$ cat src/rtl/jtdd_rom_pkg.sv
// Shared definitions for the ROM slot: SDRAM bus geometry, fetch FSM
// encoding and the line-offset width helper.
package jtdd_rom_pkg;

    localparam int SDRAM_AW = 22;
    localparam int SDRAM_DW = 32;

    // Fetch FSM encoding
    localparam logic [1:0] ST_IDLE = 2'd0;
    localparam logic [1:0] ST_REQ  = 2'd1;
    localparam logic [1:0] ST_WAIT = 2'd2;

    // Number of address bits that select an item inside a 32-bit line
    function automatic int off_w(input int dw);
        return (dw == 16) ? 1 : 2;
    endfunction

endpackage

$ cat src/rtl/jtdd_rom_line.sv
// One cache line: tag, 32-bit data and valid bit, with a combinational
// tag compare and an item mux selected by the line offset.
module jtdd_rom_line
    import jtdd_rom_pkg::*;
#(
    parameter int TW = 16,
    parameter int DW = 8,
    parameter int OW = 2
) (
    input  logic                clk,
    input  logic                rst_n,
    input  logic                clr_i,
    input  logic                we_i,
    input  logic [TW-1:0]       wtag_i,
    input  logic [SDRAM_DW-1:0] wdata_i,
    input  logic [TW-1:0]       tag_i,
    input  logic [OW-1:0]       off_i,
    output logic                hit_o,
    output logic [DW-1:0]       item_o
);

    logic [TW-1:0]       tag_q,   tag_d;
    logic [SDRAM_DW-1:0] data_q,  data_d;
    logic                valid_q, valid_d;
    logic [DW-1:0]       item_s;

    // Next-state for line contents; a clear always wins so a fill that
    // lands while the ROM set is reloading is stored but stays invalid
    always_comb begin
        tag_d   = tag_q;
        data_d  = data_q;
        valid_d = valid_q;
        if (we_i) begin
            tag_d  = wtag_i;
            data_d = wdata_i;
        end else begin
            tag_d  = tag_q;
            data_d = data_q;
        end
        if (clr_i) begin
            valid_d = 1'b0;
        end else if (we_i) begin
            valid_d = 1'b1;
        end else begin
            valid_d = valid_q;
        end
    end

    // Line storage registers
    always_ff @(posedge clk or negedge rst_n) begin
        if (!rst_n) begin
            tag_q   <= '0;
            data_q  <= '0;
            valid_q <= 1'b0;
        end else begin
            tag_q   <= tag_d;
            data_q  <= data_d;
            valid_q <= valid_d;
        end
    end

    // Item select: lower offset picks the lower-addressed item of the word
    always_comb begin
        item_s = '0;
        for (int i = 0; i < SDRAM_DW / DW; i++) begin
            item_s = (off_i == OW'(i)) ? data_q[i*DW +: DW] : item_s;
        end
    end

    assign hit_o  = valid_q && (tag_q == tag_i);
    assign item_o = item_s;

endmodule

$ cat src/rtl/jtdd_rom_slot.sv
// Single-consumer ROM responder: serves reads from a two-line cache and
// fetches 32-bit SDRAM words on a miss. The cache is invalidated while the
// ROM set is downloading.
module jtdd_rom_slot
    import jtdd_rom_pkg::*;
#(
    parameter int                    AW     = 18,
    parameter int                    DW     = 8,
    parameter logic [SDRAM_AW-1:0]   OFFSET = 22'h0
) (
    input  logic                clk,
    input  logic                rst_n,
    input  logic                rom_cs,
    input  logic [AW-1:0]       rom_addr,
    output logic [DW-1:0]       rom_data,
    output logic                rom_ok,
    input  logic                downloading,
    output logic                sdram_req,
    output logic [SDRAM_AW-1:0] sdram_addr,
    input  logic                sdram_ack,
    input  logic                data_dst,
    input  logic                data_rdy,
    input  logic [SDRAM_DW-1:0] data_read
);

    localparam int OW = off_w(DW);
    localparam int TW = AW - OW;

    logic [TW-1:0]       tag_s;
    logic [OW-1:0]       off_s;
    logic [SDRAM_AW-1:0] fetch_addr_s;
    logic                hit0_s, hit1_s, hit_s;
    logic [DW-1:0]       item0_s, item1_s;
    logic                fill_s, we0_s, we1_s;

    logic [1:0]          state_q, state_d;
    logic                vic_q,   vic_d;
    logic                req_q,   req_d;
    logic [SDRAM_AW-1:0] addr_q,  addr_d;
    logic [TW-1:0]       ftag_q,  ftag_d;
    logic                ok_q,    ok_d;
    logic [DW-1:0]       data_q,  data_d;

    assign tag_s        = rom_addr[AW-1:OW];
    assign off_s        = rom_addr[OW-1:0];
    assign fetch_addr_s = OFFSET + SDRAM_AW'({tag_s, 1'b0});
    assign hit_s        = rom_cs && !downloading && (hit0_s || hit1_s);
    assign fill_s       = (state_q == ST_WAIT) && data_rdy && data_dst;
    assign we0_s        = fill_s && !vic_q;
    assign we1_s        = fill_s && vic_q;

    jtdd_rom_line #(.TW(TW), .DW(DW), .OW(OW)) u_line0 (
        .clk     (clk),
        .rst_n   (rst_n),
        .clr_i   (downloading),
        .we_i    (we0_s),
        .wtag_i  (ftag_q),
        .wdata_i (data_read),
        .tag_i   (tag_s),
        .off_i   (off_s),
        .hit_o   (hit0_s),
        .item_o  (item0_s)
    );

    jtdd_rom_line #(.TW(TW), .DW(DW), .OW(OW)) u_line1 (
        .clk     (clk),
        .rst_n   (rst_n),
        .clr_i   (downloading),
        .we_i    (we1_s),
        .wtag_i  (ftag_q),
        .wdata_i (data_read),
        .tag_i   (tag_s),
        .off_i   (off_s),
        .hit_o   (hit1_s),
        .item_o  (item1_s)
    );

    // Fetch FSM: a started fetch always runs to its fill, whatever the
    // consumer does meanwhile; new addresses are judged only in IDLE
    always_comb begin
        state_d = state_q;
        vic_d   = vic_q;
        req_d   = req_q;
        addr_d  = addr_q;
        ftag_d  = ftag_q;
        case (state_q)
            ST_IDLE: begin
                if (rom_cs && !downloading && !(hit0_s || hit1_s)) begin
                    ftag_d  = tag_s;
                    addr_d  = fetch_addr_s;
                    req_d   = 1'b1;
                    state_d = ST_REQ;
                end else begin
                    state_d = ST_IDLE;
                end
            end
            ST_REQ: begin
                if (sdram_ack) begin
                    req_d   = 1'b0;
                    state_d = ST_WAIT;
                end else begin
                    state_d = ST_REQ;
                end
            end
            ST_WAIT: begin
                if (fill_s) begin
                    vic_d   = !vic_q;
                    state_d = ST_IDLE;
                end else begin
                    state_d = ST_WAIT;
                end
            end
            default: begin
                req_d   = 1'b0;
                state_d = ST_IDLE;
            end
        endcase
    end

    // Output stage: hit detected this cycle becomes rom_ok next cycle
    always_comb begin
        ok_d   = hit_s;
        data_d = data_q;
        if (hit_s) begin
            data_d = hit0_s ? item0_s : item1_s;
        end else begin
            data_d = data_q;
        end
    end

    // State and output registers
    always_ff @(posedge clk or negedge rst_n) begin
        if (!rst_n) begin
            state_q <= ST_IDLE;
            vic_q   <= 1'b0;
            req_q   <= 1'b0;
            addr_q  <= '0;
            ftag_q  <= '0;
            ok_q    <= 1'b0;
            data_q  <= '0;
        end else begin
            state_q <= state_d;
            vic_q   <= vic_d;
            req_q   <= req_d;
            addr_q  <= addr_d;
            ftag_q  <= ftag_d;
            ok_q    <= ok_d;
            data_q  <= data_d;
        end
    end

    assign rom_ok     = ok_q;
    assign rom_data   = data_q;
    assign sdram_req  = req_q;
    assign sdram_addr = addr_q;

endmodule

$ cat config.mk
export PLATFORM = sky130hd
export DESIGN_NAME = jtdd_rom_slot
export DESIGN_NICKNAME = d
export VERILOG_FILES = /design/src/rtl/jtdd_rom_pkg.sv /design/src/rtl/jtdd_rom_line.sv /design/src/rtl/jtdd_rom_slot.sv
export SDC_FILE = /design/constraint.sdc
export NUM_CORES = 1
export LEC_CHECK = 0
export CAP_MARGIN = 0
export CORE_MARGIN = 2
export CORE_UTILIZATION = 45
export DETAILED_ROUTE_END_ITERATION = 7
export PLACE_DENSITY = 0.76
export SETUP_SLACK_MARGIN = 0.2
export SKIP_LAST_GASP = 1
export SLEW_MARGIN = 20
export SYNTH_ARGS = -nofsm -noshare
export SYNTH_HDL_FRONTEND = slang
export SYNTH_SLANG_ARGS = --single-unit
$ cat constraint.sdc
create_clock -name clk -period 2.9 [get_ports clk]
set_input_delay 0.29 -clock clk [delete_from_list [all_inputs] [get_ports clk]]
set_output_delay 0.29 -clock clk [all_outputs]
set_load 0.03 [all_outputs]
=== Word-level counts from Yosys, hierarchy flattened ===
Index checks and enable logic that the tools add are counted.

* Output and inout port bits: 32
* Bits in registers: 127
* Word-level logic and storage cells: 62
* Input bits: 57

* Bitwise gates (word level): 1
* Eq/ne operators: 9
* Reduce and logical (&&, ||, !) cells: 20
* Muxes and demuxes: 20

{| class="wikitable"
|+ Operator list
! kind !! count
|-
| 8-bit two-way mux || 9
|-
| 16-bit equality test || 2
|-
| 1-bit logical AND || 9
|-
| 1-bit two-way mux || 7
|-
| 2-bit equality test, second input constant || 3
|-
| 2-bit case mux with 3 select lines || 1
|-
| 2-bit by 1-bit equality test with 1-bit output, second input constant || 2
|-
| 2-bit logical NOT || 2
|-
| 2-bit two-way mux || 2
|-
| 2-bit != test, second input constant || 2
|-
| 2-bit AND reduction || 2
|-
| 2-bit nonzero test || 2
|-
| 1-bit logical NOT || 3
|-
| 1-bit case mux with 3 select lines || 1
|-
| 3-bit AND reduction || 1
|-
| 1-bit logical OR || 1
|-
| 1-bit inverter || 1
|}

=== Longest topological paths before layout ===
Gate-level depths: netlist (run 1).

* Word-level depth: 7
* Gate-level depth with buffers: 7
* Mapped depth without buffers: 6

=== Hierarchy ===
A second synthesis (run 1) with hierarchy kept.

* Cell total of the unflattened synthesis: 362
* Area total of the unflattened synthesis: 5649.2 µm²

{| class="wikitable"
|+ Modules (own cells, without submodules)
! module !! area an instance (µm²) !! times used !! cells each !! sequential area each (µm²)
|-
| jtdd_rom_line || 2172.1 || 2 || 136 || 1226.2
|-
| jtdd_rom_slot || 1305.0 || 1 || 90 || 725.7
|}

=== Worst setup path after synthesis (run 1) ===
Ideal clock, no wire load.

* Kind: register to register
* From: register u_line0.tag_q[10]
* To: register ftag_q[10]
* Library setup time: 0.128 ns
* Stages on the path, launching flop included: 8
* Arrival time: 1.944 ns
* Clock period less this slack: 2.071 ns
* Slack: 0.829 ns
* Data required time: 2.772 ns
* Path buffers: 1
* Cells stage by stage: dfrtp_1 -> xnor2_1 -> nand4_1 -> nor4_4 -> o2bb2a_4 -> nand3b_4 -> buf_6 -> mux2_1

* Cells in the longest elaborated chain, start to end: 6

{| class="wikitable"
|+ RTL lines
! item !! RTL line !! text
|-
| start: declaration || jtdd_rom_line.sv:22 || <nowiki>logic [TW-1:0] tag_q, tag_d;</nowiki>
|-
| start signal: assignment || jtdd_rom_line.sv:56 || <nowiki>tag_q <= tag_d;</nowiki>
|-
| 16-bit equality test || jtdd_rom_line.sv:70 || <nowiki>assign hit_o = valid_q && (tag_q == tag_i);</nowiki>
|-
| 1-bit logical AND || jtdd_rom_line.sv:70 ||
|-
| 1-bit logical OR || jtdd_rom_slot.sv:88 || <nowiki>if (rom_cs && !downloading && !(hit0_s || hit1_s)) begin</nowiki>
|-
| 1-bit logical NOT || jtdd_rom_slot.sv:88 ||
|-
| 1-bit logical AND || jtdd_rom_slot.sv:88 ||
|-
| 2-bit AND reduction (no source line) || n/a ||
|-
| end signal: assignment || jtdd_rom_slot.sv:146 || <nowiki>ftag_q <= ftag_d;</nowiki>
|-
| end: declaration || jtdd_rom_slot.sv:40 || <nowiki>logic [TW-1:0] ftag_q, ftag_d;</nowiki>
|}

No other way between the ends.
A chain may end at the register's enable or synchronous reset.

=== Worst setup path in the final report (run 1) ===
* From: input port rom_addr[9]
* To: register data_q[5], in the netlist rom_data[5]

* Cells in the longest elaborated chain, start to end: 4
* Elaborated cells on any way between the ends: 7
* Classes of those cells: eq/ne (2); mux (1); reduce/logical (4)

{| class="wikitable"
|+ RTL lines
! item !! RTL line !! text
|-
| start: declaration || jtdd_rom_slot.sv:14 || <nowiki>input logic [AW-1:0] rom_addr,</nowiki>
|-
| 16-bit equality test || jtdd_rom_line.sv:70 ||
|-
| 1-bit logical AND || jtdd_rom_line.sv:70 ||
|-
| 1-bit logical OR || jtdd_rom_slot.sv:47 || <nowiki>assign hit_s = rom_cs && !downloading && (hit0_s || hit1_s);</nowiki>
|-
| 1-bit logical AND || jtdd_rom_slot.sv:47 ||
|-
| end signal: assignment || jtdd_rom_slot.sv:148 || <nowiki>data_q <= data_d;</nowiki>
|-
| end: declaration || jtdd_rom_slot.sv:42 || <nowiki>logic [DW-1:0] data_q, data_d;</nowiki>
|}

Several ways; a longest one is shown, not always the timed one.

==> qor.json, run 1 <==
{
  "yosys_warnings": {"value": 0},
  "fraction_of_synthesized_area_in_multiplexers": {"value": 28.8, "unit": "%"},
  "clkLatencyLatePin": {"value": 0.41, "unit": "ns"},
  "routed_wirelength": {"value": 11800, "unit": "µm"},
  "h-tree-depth": {"value": 4},
  "clk_root_buffer_cell": {"value": "sky130_fd_sc_hd__clkbuf_16"},
  "worst-endpoint-required": {"value": 3.24, "unit": "ns"},
  "numCtsBuffers": {"value": 17},
  "route.detailed.wl_per_inst": {"value": 18.1, "unit": "µm"},
  "power.leakage": {"value": 0.00317, "unit": "µW"},
  "power_density": {"value": 993, "unit": "mW/mm²"},
  "dieWidth": {"value": 116, "unit": "µm"},
  "worstPathBufferInverterCount": {"value": 1},
  "grt_setup_unrepaired": {"value": "no"},
  "place_worst_setup_slack": {"value": 0.0650, "unit": "ns"},
  "detailedRoute.firstPassIterationCount": {"value": 4},
  "diodes": {"value": 0},
  "final_core_utilization": {"value": 60.0, "unit": "%"},
  "clkSinkCount": {"value": 127},
  "postSynth.asyncResetShare": {"value": 100, "unit": "%"},
  "clock-skew-final": {"value": 0.00681, "unit": "ns"},
  "finalHoldViolCount": {"value": 0},
  "finalWeightedCongestion": {"value": 0.817},
  "ys_types": {"value": 28},
  "run_status": {"value": "complete, no violations"},
  "portBuffers": {"value": 82},
  "post_synth_and_or_nand_nor_area_fraction": {"value": 5.23, "unit": "%"},
  "cts_tree": {"value": "built"},
  "synth_fa_ha_area_share": {"value": 0, "unit": "%"},
  "ys_seq_area_share": {"value": 56.5, "unit": "%"},
  "critical_path.max_fanout": {"value": 8},
  "dp_hpwl": {"value": 8070, "unit": "µm"},
  "worst_setup_path_start_kind": {"value": "primary input"},
  "delay_of_the_slowest_critical_path_stage": {"value": 0.87, "unit": "ns"},
  "ir_worst_vdd": {"value": 0.418, "unit": "mV"},
  "first_pass_grt_wire_length": {"value": 19200, "unit": "µm"},
  "grt_max_degree": {"value": 50},
  "timing.slew.headroom": {"value": 35.8, "unit": "%"},
  "drt-initial-drc-count": {"value": 224},
  "pin_count": {"value": 89},
  "syn-instance-count": {"value": 383},
  "timing.reg2reg.setup_slack": {"value": 0.50, "unit": "ns"},
  "arrival": {"value": 2.76, "unit": "ns"},
  "worst-r2r-cell-count": {"value": 6},
  "hold_ws": {"value": 0.407, "unit": "ns"},
  "cts_clk_pin_slew_worst_paths": {"value": 0.06, "unit": "ns"},
  "initial_utilization": {"value": 46.4, "unit": "%"},
  "synthesis.area_per_instance": {"value": 14.7, "unit": "µm²"},
  "cts_max_path_buffers": {"value": 2},
  "chip_height": {"value": 116, "unit": "µm"},
  "combinational_family_with_the_most_area_after_synthesis": {"value": "multiplexers"},
  "area.growth.synth_to_final": {"value": 29.2, "unit": "%"},
  "post_synth_instance_area": {"value": 0.00562, "unit": "mm²"},
  "final-setup-viol-count": {"value": 0},
  "grt_antenna_before_repair": {"value": 0},
  "placementRows": {"value": 40},
  "vias_in_the_first_global_route": {"value": 3750},
  "drc": {"value": 0},
  "finalSetupTns": {"value": 0, "unit": "ns"},
  "synth_area_leader_cell": {"value": "sky130_fd_sc_hd__dfrtp_1"},
  "grt_overflow_total": {"value": 0},
  "holdCritPathClass": {"value": "primary input to async pin"},
  "fp.dieArea": {"value": 0.0134, "unit": "mm²"},
  "post_cts.repair.setup_buffers": {"value": 0},
  "synth-edff-count": {"value": 0},
  "layout_worst_path_cycle_share": {"value": 83.4, "unit": "%"},
  "post_synth_main_area_contributors": {"value": "sky130_fd_sc_hd__dfrtp_1 57%, sky130_fd_sc_hd__mux2_2 21%, sky130_fd_sc_hd__mux4_2 6.4%"},
  "path_class": {"value": "primary input to register"},
  "route.antenna.remaining_nets": {"value": 0},
  "timing.critical_path.max_delay_family": {"value": "simple AND/OR/NAND/NOR gates"},
  "tightestPinTransition": {"value": 0.961, "unit": "ns"},
  "end_kind": {"value": "register"},
  "postLayoutSetupSlackWorst": {"value": 0.482, "unit": "ns"},
  "dpl-instance-area": {"value": 0.00663, "unit": "mm²"},
  "fp.coreArea": {"value": 0.0121, "unit": "mm²"},
  "synth_seq_cells": {"value": 127},
  "routed-via-count": {"value": 3431},
  "maxCapViolCount": {"value": 0},
  "synth-compound-area-share": {"value": 1.78, "unit": "%"},
  "num-nets-final": {"value": 529},
  "grt.total_usage": {"value": 19.3, "unit": "%"},
  "depth_of_the_critical_timing_path_with_buffers_and_inverters_included": {"value": 7},
  "slew_viol_final": {"value": 0},
  "yosys_most_used_dff": {"value": "sky130_fd_sc_hd__dfrtp_1"},
  "synth_largest_type_area_fraction": {"value": 56.5, "unit": "%"},
  "cp_cell_sequence": {"value": "clkdlybuf4s50_1 -> xor2_1 -> nor4_1 -> nand4_1 -> a2111oi_2 -> nand2_1 -> nand3_1"},
  "timing.final.crit_period": {"value": 2.42, "unit": "ns"},
  "layout_cell_area_excl_fill": {"value": 0.00726, "unit": "mm²"},
  "detail_route.vias_per_cell": {"value": 5.25},
  "post_synth_xor_area_fraction": {"value": 5.14, "unit": "%"},
  "most_frequent_cell_after_synthesis": {"value": "sky130_fd_sc_hd__dfrtp_1"},
  "critical-path-slowest-cell": {"value": "sky130_fd_sc_hd__a2111oi_2"},
  "post_route_cells_drive_above_1_share": {"value": 34.0, "unit": "%"},
  "synth_commonest_cells": {"value": "127 x sky130_fd_sc_hd__dfrtp_1, 103 x sky130_fd_sc_hd__mux2_2, 20 x sky130_fd_sc_hd__xnor2_1"},
  "fmax": {"value": 413, "unit": "MHz"}
}
[final timing paths]
| path | from | endpoint |
|---|---|---|
| worst max-delay path | rom_addr[9] | rom_data[5] |
| worst max register to register | u_line1.tag_q[14] | rom_data[5] |
| min in group clk | sdram_req | sdram_req |
| worst min-delay path | rst_n | u_line1.data_q[31] |
| worst min register to register | sdram_req | sdram_req |
| max in group asynchronous | rst_n | rom_data[4] |
[area by class of cell]
| type | instances | area (µm²) |
|---|---|---|
| clock buffers | 22 | 494 |
| clock inverters | 10 | 131 |
| fillers | 966 | 4850 |
| inverters | 2 | 7.51 |
| multi-input cells | 234 | 2340 |
| flip-flops and latches | 127 | 3180 |
| well taps | 168 | 210 |
| repair buffers | 90 | 906 |
[placed cells by master, fill, tap and decap left out, drive strengths merged, types with 8 or more instances in the layout]
cell	count
xor2	13
clkdlybuf4s50	81
nand4	12
clkbuf	22
mux4	16
buf	8
nand2	13
dfrtp	127
xnor2	20
nand3	10
mux2	112
o21ai	10
[layer usage]
layer | track usage (%) | part of all wire (%)
met5 | 0 | 0
met2 | 31.9 | 50
met1 | 24.7 | 44
met4 | 7.14 | 1.4
met3 | 5.23 | 5.3
[sequential cells by signal, indices dropped and copies added, names as in the netlist]
name and count:
u_line0.valid_q 1, u_line1.tag_q 16, rom_data 8, state_q 2, ftag_q 16, vic_q 1, rom_ok 1, sdram_req 1
u_line1.data_q 32, u_line1.valid_q 1, u_line0.data_q 32, u_line0.tag_q 16
[kinds of logic (layout without fill, tap and decap cells)]
| group | count (synthesis) | in the layout |
|---|---|---|
| flops | 127 | 127 |
| simple gates | 52 | 52 |
| buf+inv | 27 | 124 |
| compound gates | 15 | 15 |
| xor+xnor | 33 | 33 |
| mux | 128 | 128 |
| other cells | 1 | 6 |
[where the power goes]
group          switching [µW]  internal [µW]  leakage (µW)
sequential                514           2520       0.00161
combinational             812           1150       0.00125
clock                     746           1460      0.000312
[through the flow]
step	power, µW	cells
final	7210	653
after global routing	7570	653
after CTS	7270	653
after detailed placement	5030	620
after global placement	4920	620
after floorplan	4290	388
[repair_timing]
item                      CTS  global route
hold buffers                1             0
hold endpoints to repair   41             0
resized for setup           0             0
Power figures use the tool's default switching activity.
==> run 2: changes to the inputs <==
Clock period 2.9 ns to 2.5 ns, I/O delays scaled along.
==> run 2 against run 1 <==
Compared with the run above:
- global-route usage grew 0.12 points
- sequential share of layout area shrank 1.0 points
- count of clock-buffer cells in the layout grew 2
- design area grew 2.4%
- hold slack gained 0.034 ns
- die area is the same
- combinational power grew 20%
- utilization grew 1.5 points
- sequential power grew 16%
- clock power grew 14%
==> qor.json, run 2 (same netlist as run 1, synthesis figures left out) <==
{
  "run_status": {"value": "complete, no violations"},
  "routed_wirelength": {"value": 12100, "unit": "µm"},
  "pin_count": {"value": 89},
  "p_int": {"value": 6000, "unit": "µW"},
  "clk_root_buffer_cell": {"value": "sky130_fd_sc_hd__clkbuf_16"},
  "final-setup-viol-count": {"value": 0},
  "number_of_cells_in_the_design_after_placement": {"value": 637},
  "ir_worst_vdd": {"value": 0.573, "unit": "mV"},
  "largest_registers": {"value": "u_line0.data_q: 32 flops, u_line1.data_q: 32 flops"},
  "timing.slew.headroom": {"value": 49.4, "unit": "%"},
  "power.leakage": {"value": 0.00326, "unit": "µW"},
  "most_frequent_standard_cell_in_the_layout_excluding_fill_and_tap_cells": {"value": "sky130_fd_sc_hd__dfrtp_1"},
  "timing.final.crit_period": {"value": 2.20, "unit": "ns"},
  "power_density": {"value": 1130, "unit": "mW/mm²"},
  "detailedRoute.firstPassIterationCount": {"value": 6},
  "routed-via-count": {"value": 3454},
  "fp.coreArea": {"value": 0.0121, "unit": "mm²"},
  "finalHoldViolCount": {"value": 0},
  "cts_tree": {"value": "built"},
  "route.detailed.wl_per_inst": {"value": 17.9, "unit": "µm"},
  "first_pass_grt_wire_length": {"value": 19500, "unit": "µm"},
  "cts_clk_pin_slew_worst_paths": {"value": 0.05, "unit": "ns"},
  "initial_utilization": {"value": 46.4, "unit": "%"},
  "path_class": {"value": "register to register"},
  "global_route.usage.met1": {"value": 25.3, "unit": "%"},
  "postLayoutSetupSlackWorst": {"value": 0.304, "unit": "ns"},
  "vias_in_the_first_global_route": {"value": 3783},
  "grt.total_usage": {"value": 19.4, "unit": "%"},
  "p_sw": {"value": 2390, "unit": "µW"},
  "grtUsageMet2": {"value": 31.1, "unit": "%"},
  "layout_worst_path_cycle_share": {"value": 87.9, "unit": "%"},
  "num-nets-final": {"value": 550},
  "numCtsBuffers": {"value": 17},
  "detail_route.vias_per_cell": {"value": 5.13},
  "worst-endpoint-required": {"value": 2.78, "unit": "ns"},
  "place_worst_setup_slack": {"value": -0.302, "unit": "ns"},
  "fp.dieArea": {"value": 0.0134, "unit": "mm²"},
  "maxCapViolCount": {"value": 0},
  "portBuffers": {"value": 82},
  "chip_height": {"value": 116, "unit": "µm"},
  "grt_max_degree": {"value": 61},
  "end_kind": {"value": "register"},
  "cts_max_path_buffers": {"value": 2},
  "dieWidth": {"value": 116, "unit": "µm"},
  "power.share.combinational": {"value": 28.0, "unit": "%"},
  "grt_overflow_total": {"value": 0},
  "route.antenna.remaining_nets": {"value": 0},
  "grtUsageMet3": {"value": 6.22, "unit": "%"},
  "area.growth.synth_to_final": {"value": 32.4, "unit": "%"},
  "finalWeightedCongestion": {"value": 0.747},
  "dp_hpwl": {"value": 8040, "unit": "µm"},
  "top_library_cells_by_usage_in_the_layout_fill_and_taps_aside": {"value": "127 x sky130_fd_sc_hd__dfrtp_1, 103 x sky130_fd_sc_hd__mux2_2, 81 x sky130_fd_sc_hd__clkdlybuf4s50_1"},
  "netSwitchingFraction": {"value": 28.5, "unit": "%"},
  "post_route_cells_drive_above_1_share": {"value": 35.9, "unit": "%"},
  "critical_path.max_fanout": {"value": 9},
  "clkLatencyLatePin": {"value": 0.41, "unit": "ns"},
  "gr-max-usage-layer": {"value": "met2"},
  "holdCritPathClass": {"value": "primary input to async pin"},
  "fin_cells": {"value": 673},
  "h-tree-depth": {"value": 4},
  "slew_viol_final": {"value": 0},
  "seqPwrFrac": {"value": 41.9, "unit": "%"},
  "grt_antenna_before_repair": {"value": 1},
  "power.share.clock": {"value": 30.1, "unit": "%"},
  "drc": {"value": 0},
  "arrival": {"value": 2.48, "unit": "ns"},
  "grt_setup_unrepaired": {"value": "no"},
  "fmax": {"value": 455, "unit": "MHz"},
  "clkSinkCount": {"value": 127},
  "clock-skew-final": {"value": 0.00740, "unit": "ns"},
  "placementRows": {"value": 40},
  "drt-initial-drc-count": {"value": 177},
  "tightestPinTransition": {"value": 0.760, "unit": "ns"},
  "worst_setup_path_start_kind": {"value": "register"}
}
[run 2: cell types whose count changed in the layout (fill, tap and decap cells not counted), moves of 2 or more]
cell                       change
sky130_fd_sc_hd__clkinv_2      -4
sky130_fd_sc_hd__nor4_1        -2
sky130_fd_sc_hd__nor4_2        +2
sky130_fd_sc_hd__buf_4        +20
sky130_fd_sc_hd__clkbuf_8      -3
sky130_fd_sc_hd__clkbuf_1      +5
[run 2: final timing paths]
path                                  startpoint           endpoint  slack (ns)  cells past startpoint
worst max-delay path            u_line1.tag_q[7]          ftag_q[6]        0.30                      7
worst min-delay path                       rst_n   u_line1.tag_q[5]        0.44                      2
worst max register to register  u_line1.tag_q[7]          ftag_q[6]        0.30                      7
worst min register to register         sdram_req          sdram_req        0.49                      2
max in group asynchronous                  rst_n  u_line0.data_q[0]        1.24                      3
min in group clk                     downloading    u_line1.valid_q        0.48                      2
[run 2: power groups by stage]
stage | logic (µW) | clock network, µW | registers (µW)
4_1_cts | 2350 | 2570 | 3510
3_3_place_gp | 2240 | 0 | 3480
6_report | 2350 | 2520 | 3520
3_5_place_dp | 2310 | 0 | 3530
2_1_floorplan | 1350 | 0 | 3620
5_1_grt | 2520 | 2660 | 3630
[run 2: critical path: stages, from the launching register on]
cell	delay, ns
sky130_fd_sc_hd__dfrtp_1	0.40
sky130_fd_sc_hd__xor2_1	0.16
sky130_fd_sc_hd__nor4_2	0.34
sky130_fd_sc_hd__nand4_1	0.22
sky130_fd_sc_hd__buf_4	0.19
sky130_fd_sc_hd__o2bb2a_4	0.22
sky130_fd_sc_hd__nand3b_4	0.17
sky130_fd_sc_hd__mux2_1	0.36
[run 2: metal layers]
layer / up-vias / share of wire, %
li1: 1594 / -
met1: 1761 / 45
met2: 88 / 49
met3: 11 / 4.4
met4: 0 / 1.6
met5: - / 0
[run 2: what timing repair did]
| action | CTS | global route |
|---|---|---|
| endpoints found under the setup margin | 24 | 23 |
| setup buffers | 2 | 1 |
| gates cloned | 0 | 1 |
| endpoints found under the hold margin | 56 | 0 |
| resized for setup | 2 | 2 |
| hold buffers | 1 | 0 |
| pin swaps | 2 | 2 |
[run 2: through the flow]
stage,hold WS (ns),setup TNS [ns],util (%),total power (µW),area [µm²]
after global placement,0.353,-4.21,55.8,5720,6760
after detailed placement,0.360,-6.38,55.8,5840,6760
after CTS,0.451,0,61.1,8420,7400
after floorplan,-0.0456,0,-,4980,5640
after global routing,0.472,0,61.4,8810,7440
final,0.442,0,61.4,8390,7440
[run 2: area by class of cell]
| class | instances | area (µm²) |
|---|---|---|
| Timing Repair Buffer | 110 | 1060 |
| Fill cell | 922 | 4670 |
| Clock buffer | 24 | 472 |
| Sequential cell | 127 | 3180 |
| Multi-Input combinational cell | 235 | 2380 |
| Tap cell | 168 | 210 |
| Clock inverter | 6 | 133 |
| Antenna cell | 1 | 2.50 |
| Inverter | 2 | 7.51 |
